## src/rtl/downcounter_bank.sv

```systemverilog
// Bank of independent down-counters with load, one-shot/auto-reload, and a registered done pulse on 1->0; Q/done one cycle after the edge, no backpressure.
// Define COUNTER_PRESCALE_EN to advance counters only on a shared tick every PRESCALE clocks (otherwise they advance every clock).
module downcounter_bank #(
  parameter int WIDTH    = 8,
  parameter int CHANNELS = 4,
  parameter int PRESCALE = 4
) (
  input  logic                      clk,
  input  logic                      reset,
  input  logic [CHANNELS-1:0]       en,
  input  logic [CHANNELS-1:0]       load,
  input  logic [CHANNELS*WIDTH-1:0] limit,
  input  logic [CHANNELS-1:0]       reload,
  output logic [CHANNELS*WIDTH-1:0] Q,
  output logic [CHANNELS-1:0]       zero,
  output logic [CHANNELS-1:0]       done
);

  logic tick;

`ifdef COUNTER_PRESCALE_EN
  localparam int PW = (PRESCALE > 1) ? $clog2(PRESCALE) : 1;
  logic [PW-1:0] pre_q, pre_d;

  always_comb begin
    tick  = (pre_q == PW'(PRESCALE - 1));
    pre_d = tick ? '0 : pre_q + 1'b1;
  end

  always_ff @(posedge clk or posedge reset) begin
    if (reset) pre_q <= '0;
    else       pre_q <= pre_d;
  end
`else
  logic prescale_unused;
  assign prescale_unused = (PRESCALE > 0);
  assign tick = 1'b1;
`endif

  logic [WIDTH-1:0]    cnt_q [CHANNELS];
  logic [WIDTH-1:0]    cnt_d [CHANNELS];
  logic [WIDTH-1:0]    lim_q [CHANNELS];
  logic [WIDTH-1:0]    lim_d [CHANNELS];
  logic [CHANNELS-1:0] done_q, done_d;

  always_comb begin
    for (int i = 0; i < CHANNELS; i++) begin
      cnt_d[i]  = cnt_q[i];
      lim_d[i]  = lim_q[i];
      done_d[i] = 1'b0;
      if (load[i]) begin
        cnt_d[i] = limit[i*WIDTH +: WIDTH];
        lim_d[i] = limit[i*WIDTH +: WIDTH];
      end else if (en[i] && tick) begin
        if (cnt_q[i] == WIDTH'(1)) begin
          cnt_d[i]  = '0;
          done_d[i] = 1'b1;
        end else if (cnt_q[i] != '0) begin
          cnt_d[i] = cnt_q[i] - 1'b1;
        end else if (reload[i]) begin
          // A stored limit of 0 reloads 0, so the channel idles without pulsing done.
          cnt_d[i] = lim_q[i];
        end
      end
    end
  end

  always_ff @(posedge clk or posedge reset) begin
    if (reset) begin
      for (int i = 0; i < CHANNELS; i++) begin
        cnt_q[i] <= '0;
        lim_q[i] <= '0;
      end
      done_q <= '0;
    end else begin
      for (int i = 0; i < CHANNELS; i++) begin
        cnt_q[i] <= cnt_d[i];
        lim_q[i] <= lim_d[i];
      end
      done_q <= done_d;
    end
  end

  for (genvar g = 0; g < CHANNELS; g++) begin : g_out
    assign Q[g*WIDTH +: WIDTH] = cnt_q[g];
    assign zero[g]             = (cnt_q[g] == '0);
  end

  assign done = done_q;

endmodule

```

## config.mk

```make
export PLATFORM = sky130hd
export DESIGN_NAME = downcounter_bank
export DESIGN_NICKNAME = d
export VERILOG_FILES = /design/src/rtl/downcounter_bank.sv
export SDC_FILE = /design/constraint.sdc
export NUM_CORES = 1
export LEC_CHECK = 0
export CORE_AREA = 2 2 94 96
export CTS_CLUSTER_SIZE = 12
export DETAILED_ROUTE_END_ITERATION = 7
export DIE_AREA = 0 0 96 98
export PLACE_DENSITY = 0.77
export SLEW_MARGIN = 0
export SYNTH_ARGS = -nofsm -noshare
export SYNTH_HDL_FRONTEND = slang
export SYNTH_SLANG_ARGS = --single-unit
```

## constraint.sdc

```tcl
create_clock -name clk -period 2.8 [get_ports clk]
set_clock_uncertainty 0.2 [all_clocks]
set_input_delay 0.28 -clock clk [delete_from_list [all_inputs] [get_ports clk]]
set_output_delay 0.28 -clock clk [all_outputs]
set_load 0.1 [all_outputs]
```

; After elaboration in Yosys (flattened, before gate mapping)
; Cells that the tools add are included.
[classes]
addsub = 4
n_eq_ne = 4
mux = 32
reduce_logical = 20
[op_table]
columns = cell, n
row1 = 8-bit two-way mux, 20
row2 = "8-bit by 1-bit equality test with 1-bit output, second input constant", 4
row3 = 8-bit logical NOT, 4
row4 = 8-bit nonzero test, 4
row5 = "8-bit by 1-bit subtractor with 8-bit output, second input constant", 4
row6 = 4-bit nonzero test, 4
row7 = 1-bit two-way mux, 12
row8 = 2-bit AND reduction, 4
row9 = 2-bit nonzero test, 4
[totals]
ff_bits = 68
in_bits = 46
out_inout_bits = 40
wordCells = 69

; Logic depth before layout (Yosys ltp)
; Gate-level depths: netlist of the first run.
[logic_depth]
word_depth = 5
mapped_depth = 8
ltp_nobuf = 7

; Least setup slack after synthesis of the first run
; Ideal clock, no wire load.
[synth_timing]
path_kind = register to output
startpoint = register cnt_q, in the netlist Q[17]
endpoint = output zero[2]
arrival_ns = 3.053
required_time_ns = 2.320
setup_slack_ns = -0.733
path_stages_with_launch = 5
path_buffers = 0
path_cell_list = dfrtp_1 > inv_1 > ha_1 > or4b_4 > nor2_1
[synth_via]
elab_chain_cells = 1
[synth_rtl]
columns = element, line_no
row1 = from (decl), 40  ; logic [WIDTH-1:0] cnt_q [CHANNELS];
row2 = "from (signal, indexed assignment)", 77  ; cnt_q[i] <= cnt_d[i];
row3 = 8-bit logical NOT, 86  ; assign zero[g] = (cnt_q[g] == '0);
row4 = to (decl), 15  ; output logic [CHANNELS-1:0] zero,
; No other way between the ends.

; Worst setup path after layout of the first run
[layout_timing]
startpoint = register cnt_q, in the netlist Q[8]
endpoint = output zero[1]
; The elaborated chain is that of the path after synthesis.

==> results.cfg, run 1 <==
[pwr]
power_density_mw_per_mm2 = 653
vdd_drop_max_mv = 0.427
power_mw = 3.44
p_leak_nw = 2.28

[cts]
holdBufCountCts = 0
clk_latency_ns = 0.34
cts_root_buffer = clkbuf_8
cts_buffers = 9
cts_tree = done
cts.htree.levels = 3
cts_sinks = 68
path_clk_slew_ns = 0.07
ctsLongestPathBuffers = 2

[place]
hpwl_um = 7220
place_congestion = 0.874
dpl-instance-area_mm2 = 0.00509
numPortBuffers = 85

[cells_and_area]
nets = 586
layout_common_cells = 64 x dfrtp_1, 50 x buf_4, 45 x clkdlybuf4s50_1, 43 x o21ai_0, 39 x nand2_1
seq_area_mm2 = 0.00171
drive_gt1_share_pct = 22.3
layout_commonest_cell = dfrtp_1
multi_input_area_mm2 = 0.00222
fill_cells = 712
insertedDiodeCount = 0
fin_util_pct = 62.2
area_growth_pct = 28.2
postLayoutCellArea_mm2 = 0.00526

[critical_path]
endpoint_kind = output port
cp_data_required_time_ns = 2.32
reg2reg_depth = 6
crit_type = reg -> out
rrSetupSlack_ns = 0.22
crit_arrival_ns = 2.21
r2r-end = Q[16]
start_kind = flip-flop
r2r_start = Q[17]
cp_max_fo = 7

[synthesis]
yosys_register_bits = 68
synth_top_cell_by_area = dfrtp_1
yosysTopAreaCellShare_pct = 41.5
synthesis.area_mm2 = 0.00411
synth_top_family_by_area = compound AO/OA/AOI/OAI gates
synth_area_leaders = dfrtp_1 41%, o21ai_0 5.2%, mux2_2 4.9%, ha_1 3.7%, nand2_1 3.6%
synth_mux_area_share_pct = 5.91
synthSimpleGateAreaFrac_pct = 19.2
synthArstFlopShare_pct = 100
ys.flop_type = dfrtp_1
synthCells = 432
synth-xor-area-share_pct = 1.28
synth_edf_count = 0
synth_fa_ha_area_share_pct = 3.66
synth_compound_area_share_pct = 23.7
syn_nets = 490
syn_area_per_cell_um2 = 9.50
ys_warn_count = 0
ys_types = 70
ys_seq_area_share_pct = 41.5

[flow_run]
drv_cap = 0

[routing]
ant_nets = 0
vias = 3636
dr.pass1.iters = 5
post-route-drc-count = 0
wl_per_cell_um = 15.1
routed_wl_um = 9700
drt-vias-per-instance = 5.67
drtIter0Drc = 92

[floorplanning]
die_y_um = 98
start_util_pct = 48.5
dieWidth_um = 96
dieArea_mm2 = 0.00941
ios = 86
rows = 34
core_area_mm2 = 0.00847

[global_routing]
use_met3_pct = 4.86
grt.total_usage_pct = 22.0
grt_use_met2_pct = 34.6
top_usage_layer = met2
overflow = 0
grt_pass1_vias = 3576
antenna_found_initial = 0
grtUsageMet1_pct = 30.6
grt_first_pass_wirelength_um = 16700
grt_max_degree = 35

[sta]
max_freq_mhz = 372
finalMaxSlewViolations = 0
finalCriticalPeriod_ns = 2.69
finalCritPeriodShare_pct = 96.1
setup_viol = 0
rsz0062_at_grt = no
worstMarginPinSlew_ns = 0.724
hold_violations = 0
max_slew_margin_pct = 51.3
fin_tns_setup_ns = 0

[min_path]
hp-class = in -> async

[status]
status = completed
layout make-up:
type,instances,area share (%)
sequential,68,32.4
inverter,33,2.42
tap,108,2.57
clock buffer,14,3.09
multi-input combinational,317,42.1
timing repair buffer,99,17.2
clock inverter,2,0.190
power by group:
group / total (mW) / internal, mW / switching [mW] / leakage [nW]
clock network: 0.736 / 0.369 / 0.367 / 0.0905
registers: 1.27 / 1.10 / 0.162 / 0.815
logic: 1.44 / 0.437 / 0.999 / 1.38
total: 3.44 / 1.91 / 1.53 / 2.28
timing repair:
action,CTS,global route
buffers inserted,0,0
pin swaps,0,0
setup endpoints to repair,1,1
resized for setup,1,1
worst max-delay path, cell delays in order (launching register included):
cell        delay (ns)
dfrtp_2           0.45
inv_1             0.11
ha_2              0.22
or4b_4            0.51
or2_4             0.32
clkinvlp_4        0.10
buf_12            0.16
logic make-up (layout without fill, tap and decap cells):
| family | Yosys count | count (layout) |
|---|---|---|
| AOI/OAI and AO/OA | 139 | 139 |
| xor gates and xnor gates | 6 | 6 |
| adders and majority gates | 12 | 12 |
| buffers and inverters | 47 | 148 |
| DFF | 68 | 68 |
| muxes | 22 | 22 |
| and+or+nand+nor | 138 | 138 |
flip-flops by register name (all words and copies together) (netlist names):
signal	cells
done	4
Q	32
lim_q	32
layer usage:
layer  up-vias  share of wire, %
met5         -                 0
met4         0              0.96
met3        10               4.8
met2       102                48
met1      1751                46
li1       1773                 -
synth_stat cells, types with 3 or more instances:
library cell / instances
dfrtp_1: 68
o21ai_0: 43
nand2_1: 39
inv_1: 33
nor2_1: 25
nor3_1: 19
mux2_2: 18
a21oi_1: 15
ha_1: 12
a211oi_1: 11
a31oi_1: 10
nor2b_1: 8
clkbuf_1: 7
o31ai_1: 6
nand2b_1: 5
nor3b_1: 5
nor4_1: 5
o211ai_1: 5
o21ai_1: 5
xnor2_1: 5
a21o_1: 4
mux2i_1: 4
nand3_1: 4
o22ai_1: 4
o2bb2ai_1: 4
o211a_1: 3
or3_1: 3
or4b_4: 3
metrics by stage:
stage	hold WS, ns	cells	setup WS [ns]
floorplan	0.200	432	0.0178
global placement	0.261	625	0.326
detailed placement	0.266	625	0.250
CTS	0.0277	641	0.0673
global route	0.0453	641	0.0226
finish	0.0323	641	0.110
how the worst max path moves through the flow:
stage / start / end
after global routing: Q[8] / zero[1]
after detailed placement: Q[17] / Q[16]
after floorplan: Q[25] / Q[30]
after global placement: Q[16] / Q[16]
final: Q[8] / zero[1]
after CTS: Q[8] / zero[1]
No activity file was read; power rests on OpenSTA's default activity.
==> inputs of run 2 (changes only) <==
CORE_AREA = 4 4 96 98   (was 2 2 94 96)
DIE_AREA = 0 0 100 102   (was 0 0 96 98)
GPL_TIMING_DRIVEN = 0   (was not set)
SLEW_MARGIN = not set   (was 0)
==> results.cfg, run 2 (synthesized netlist as in run 1, its figures left out) <==
[cells_and_area]
layout_common_cells = 79 x clkdlybuf4s50_1, 64 x dfrtp_1, 43 x o21ai_0, 39 x nand2_1, 31 x inv_1
insertedDiodeCount = 0
fin_util_pct = 62.5
layout_commonest_cell = clkdlybuf4s50_1
drive_gt1_share_pct = 14.1
nets = 586
area_growth_pct = 28.8
finalNonFillerCells = 641

[routing]
vias = 3712
ant_nets = 0
dr.pass1.iters = 5
drtIter0Drc = 160
post-route-drc-count = 0
wl_per_cell_um = 16.0
drt-vias-per-instance = 5.79
routed_wl_um = 10300

[critical_path]
cp_data_required_time_ns = 2.32
cp_max_fo = 7
crit_type = reg -> out
endpoint_kind = output port
crit_arrival_ns = 2.21
rrSetupSlack_ns = 0.22
start_kind = flip-flop

[sta]
worstMarginPinSlew_ns = 0.984
max_freq_mhz = 372
max_slew_margin_pct = 34.2
hold_violations = 0
finalMaxSlewViolations = 0
setup_viol = 0
rsz0062_at_grt = no
holdWs_ns = 0.134
finalCriticalPeriod_ns = 2.69
finalCritPeriodShare_pct = 96.0

[floorplanning]
dieArea_mm2 = 0.0102
core_area_mm2 = 0.00847
dieWidth_um = 100
start_util_pct = 48.5
die_y_um = 102
rows = 34
ios = 86

[flow_run]
drv_cap = 0

[pwr]
vdd_drop_max_mv = 0.398
power_mw = 3.43
power_density_mw_per_mm2 = 649
p_leak_nw = 2.19

[cts]
holdBufCountCts = 0
cts_sinks = 68
cts_buffers = 9
cts_root_buffer = clkbuf_8
clk_latency_ns = 0.33
cts_tree = done
path_clk_slew_ns = 0.07
ctsLongestPathBuffers = 2
cts.htree.levels = 3

[global_routing]
grt_pass1_vias = 3620
grt.total_usage_pct = 20.6
grt_first_pass_wirelength_um = 17000
grt_max_degree = 69
overflow = 0
antenna_found_initial = 0

[place]
hpwl_um = 7490
numPortBuffers = 83
numPlacedInstances = 623
place_congestion = 0.870

[min_path]
hp-class = in -> reg

[status]
status = completed
==> run 2: report_power, final <==
part	total, mW	internal [mW]	switching (mW)
Combinational	1.46	0.456	1.00
Sequential	1.27	1.10	0.163
Clock	0.708	0.345	0.363
Total	3.43	1.91	1.53
==> run 2: final timing paths <==
kind | startpoint | to | depth (start not counted)
worst max-delay path | Q[9] | zero[1] | 7
worst min-delay path | load[2] | lim_q[11] | 3
worst max register to register | Q[16] | Q[22] | 8
worst min register to register | lim_q[11] | lim_q[11] | 2
max in group asynchronous | reset | Q[9] | 2
min in group asynchronous | reset | lim_q[10] | 2
==> run 2: repair_timing <==
| item | in CTS | in global routing |
|---|---|---|
| setup buffers | 0 | 2 |
| endpoints found under the setup margin | 4 | 3 |
| gates resized for setup | 17 | 7 |
| pin swaps | 0 | 0 |
| gates cloned | 0 | 0 |
==> run 2: stage by stage <==
stage	setup WS [ns]	instance area [µm²]	TNS, ns
after global routing	0.0227	5290	0
after floorplan	0.0178	4120	0
after detailed placement	-0.516	5090	-1.08
after CTS	0.00386	5250	0
after global placement	-0.799	5090	-41.46
final	0.111	5290	0
==> run 2: area by class of cell <==
class                      count  area [µm²]
tap                          108         135
inverter                      33         130
clock inverter                 2        10.0
clock buffer                  14         153
timing repair buffer          85         850
multi-input combinational    317        2230
sequential                    68        1710
fill                         717        3180
buffer                        14        76.3
==> run 2: critical path, stage by stage (launching register included) <==
cell	delay, ns
dfrtp_2	0.45
inv_1	0.14
ha_4	0.17
or4b_4	0.50
or2_1	0.24
buf_6	0.15
clkinvlp_4	0.08
buf_12	0.16
==> run 2: per-layer routing <==
layer,routed length (µm),vias up,GRT usage (%)
met4,79,0,5.39
met3,523,6,4.57
met2,5140,93,35.4
met1,4510,1830,26.3
met5,0,-,0
li1,-,1783,-
==> inputs of run 3 (changes only) <==
CELL_PAD_IN_SITES_DETAIL_PLACEMENT = 1   (was not set)
CELL_PAD_IN_SITES_GLOBAL_PLACEMENT = 1   (was not set)
CORE_AREA = 4 4 103 115   (was 4 4 96 98)
DIE_AREA = 0 0 107 119   (was 0 0 100 102)
PLACE_DENSITY = not set   (was 0.77)
PLACE_DENSITY_LB_ADDON = 0.1   (was not set)
==> results.cfg, run 3 (synthesized netlist as in run 1, its figures left out) <==
[place]
numPlacedInstances = 663
numPortBuffers = 83
place_congestion = 0.830
hpwl_um = 8520

[floorplanning]
rows = 40
dieWidth_um = 107
start_util_pct = 38.3
die_y_um = 119
ios = 86
dieArea_mm2 = 0.0127
core_area_mm2 = 0.0107

[global_routing]
overflow = 0
grt_first_pass_wirelength_um = 19900
grt_pass1_vias = 3967
antenna_found_initial = 0
grt.total_usage_pct = 19.4
grt_max_degree = 44

[critical_path]
crit_arrival_ns = 2.24
crit_path_cell_trace = inv_1 -> ha_4 -> or4b_4 -> or2_1 -> buf_6 -> clkinvlp_4 -> buf_8
r2r-end = Q[30]
slowest_stage = or4b_4
crit_type = reg -> out
critPathTopFamily = simple AND/OR/NAND/NOR gates
cp.depth = 7
rrSetupSlack_ns = 0.20
start_kind = flip-flop
endpoint = zero[1]
reg2reg_depth = 7
endpoint_kind = output port
cp_data_required_time_ns = 2.32
cp_num_buf_inv = 4
slowest_delay_ns = 0.50
r2r_start = Q[24]
cp-startpoint = Q[8]
cp_max_fo = 7

[cts]
ctsLongestPathBuffers = 2
cts_tree = done
cts.htree.levels = 3
cts_buffers = 9
path_clk_slew_ns = 0.06
cts_sinks = 68
cts_root_buffer = clkbuf_16
clk_latency_ns = 0.33
holdBufCountCts = 0

[cells_and_area]
fin_util_pct = 51.1
area_growth_pct = 33.3
drive_gt1_share_pct = 14.1
insertedDiodeCount = 0
nets = 585
finalNonFillerCells = 678
layout_commonest_cell = clkdlybuf4s50_1
layout_common_cells = 79 x clkdlybuf4s50_1, 64 x dfrtp_1, 43 x o21ai_0, 39 x nand2_1, 31 x inv_1
fill_cells = 1231

[sta]
max_freq_mhz = 368
worstMarginPinSlew_ns = 0.979
fin_tns_setup_ns = 0
finalCritPeriodShare_pct = 97.0
hold_violations = 0
max_slew_margin_pct = 34.6
setup_viol = 0
holdWs_ns = 0.0820
finalMaxSlewViolations = 0
finalCriticalPeriod_ns = 2.72

[routing]
drtIter0Drc = 97
routed_wl_um = 11700
post-route-drc-count = 0
drt-vias-per-instance = 5.44
vias = 3691
ant_nets = 0
wl_per_cell_um = 17.3
dr.pass1.iters = 4

[flow_run]
drv_cap = 0

[pwr]
p_leak_nw = 2.25
power_mw = 3.87
power_density_mw_per_mm2 = 708
vdd_drop_max_mv = 0.395

[status]
status = completed

[min_path]
hp-class = in -> async
-- run 3: cell count changes in the layout (fill, tap and decap cells not counted) --
cell	before	now
buf_12	1	0
buf_16	0	1
buf_4	4	2
buf_8	0	1
bufinv_16	0	1
clkbuf_1	11	10
clkbuf_16	0	9
clkbuf_8	10	1
clkinv_2	2	1
nor3_1	18	17
nor3_2	1	2
-- run 3: timing repair --
action	CTS	global route
cloned	0	0
endpoints found under the setup margin	4	5
gates resized for setup	18	6
setup buffers	0	0
hold endpoints to repair	0	0
-- run 3: worst min path at each step --
| stage | endpoint | cells after the start |
|---|---|---|
| after CTS | Q[25] | 2 |
| final | done[3] | 2 |
| after global placement | lim_q[11] | 2 |
| after global routing | Q[25] | 2 |
| after floorplan | done[0] | 2 |
| after detailed placement | lim_q[12] | 2 |
-- run 3: stage by stage --
step | cell area (µm²) | setup WS [ns]
floorplan | 4120 | 0.0178
finish | 5470 | 0.0837
CTS | 5460 | 0.00578
global route | 5470 | -0.00349
detailed placement | 5170 | -0.522
global placement | 5140 | -0.997
-- run 3: cell type report --
type / instances / area, µm² / share of cell area, %
plain buffers: 14 / 76.3 / 1.39
clock buffers: 13 / 250 / 4.57
clock inverters: 2 / 35.0 / 0.640
inverters: 33 / 130 / 2.38
multi-input cells: 317 / 2230 / 40.8
flip-flops and latches: 68 / 1710 / 31.2
well taps: 147 / 184 / 3.36
repair buffers: 84 / 857 / 15.7
-- run 3: metal layers --
| layer | vias to the layer above | share of wire, % | track usage (%) |
|---|---|---|---|
| li1 | 1774 | - | - |
| met1 | 1843 | 45 | 24.6 |
| met2 | 62 | 51 | 33.4 |
| met3 | 12 | 2.9 | 3.47 |
| met4 | 0 | 1.2 | 6.31 |
| met5 | - | 0 | 0 |
-- run 3: power breakdown --
part           switching (mW)  leakage, nW  total [mW]  internal [mW]
clock                   0.418        0.140        1.13          0.709
sequential              0.167        0.815        1.27           1.11
combinational            1.02         1.30        1.47          0.458
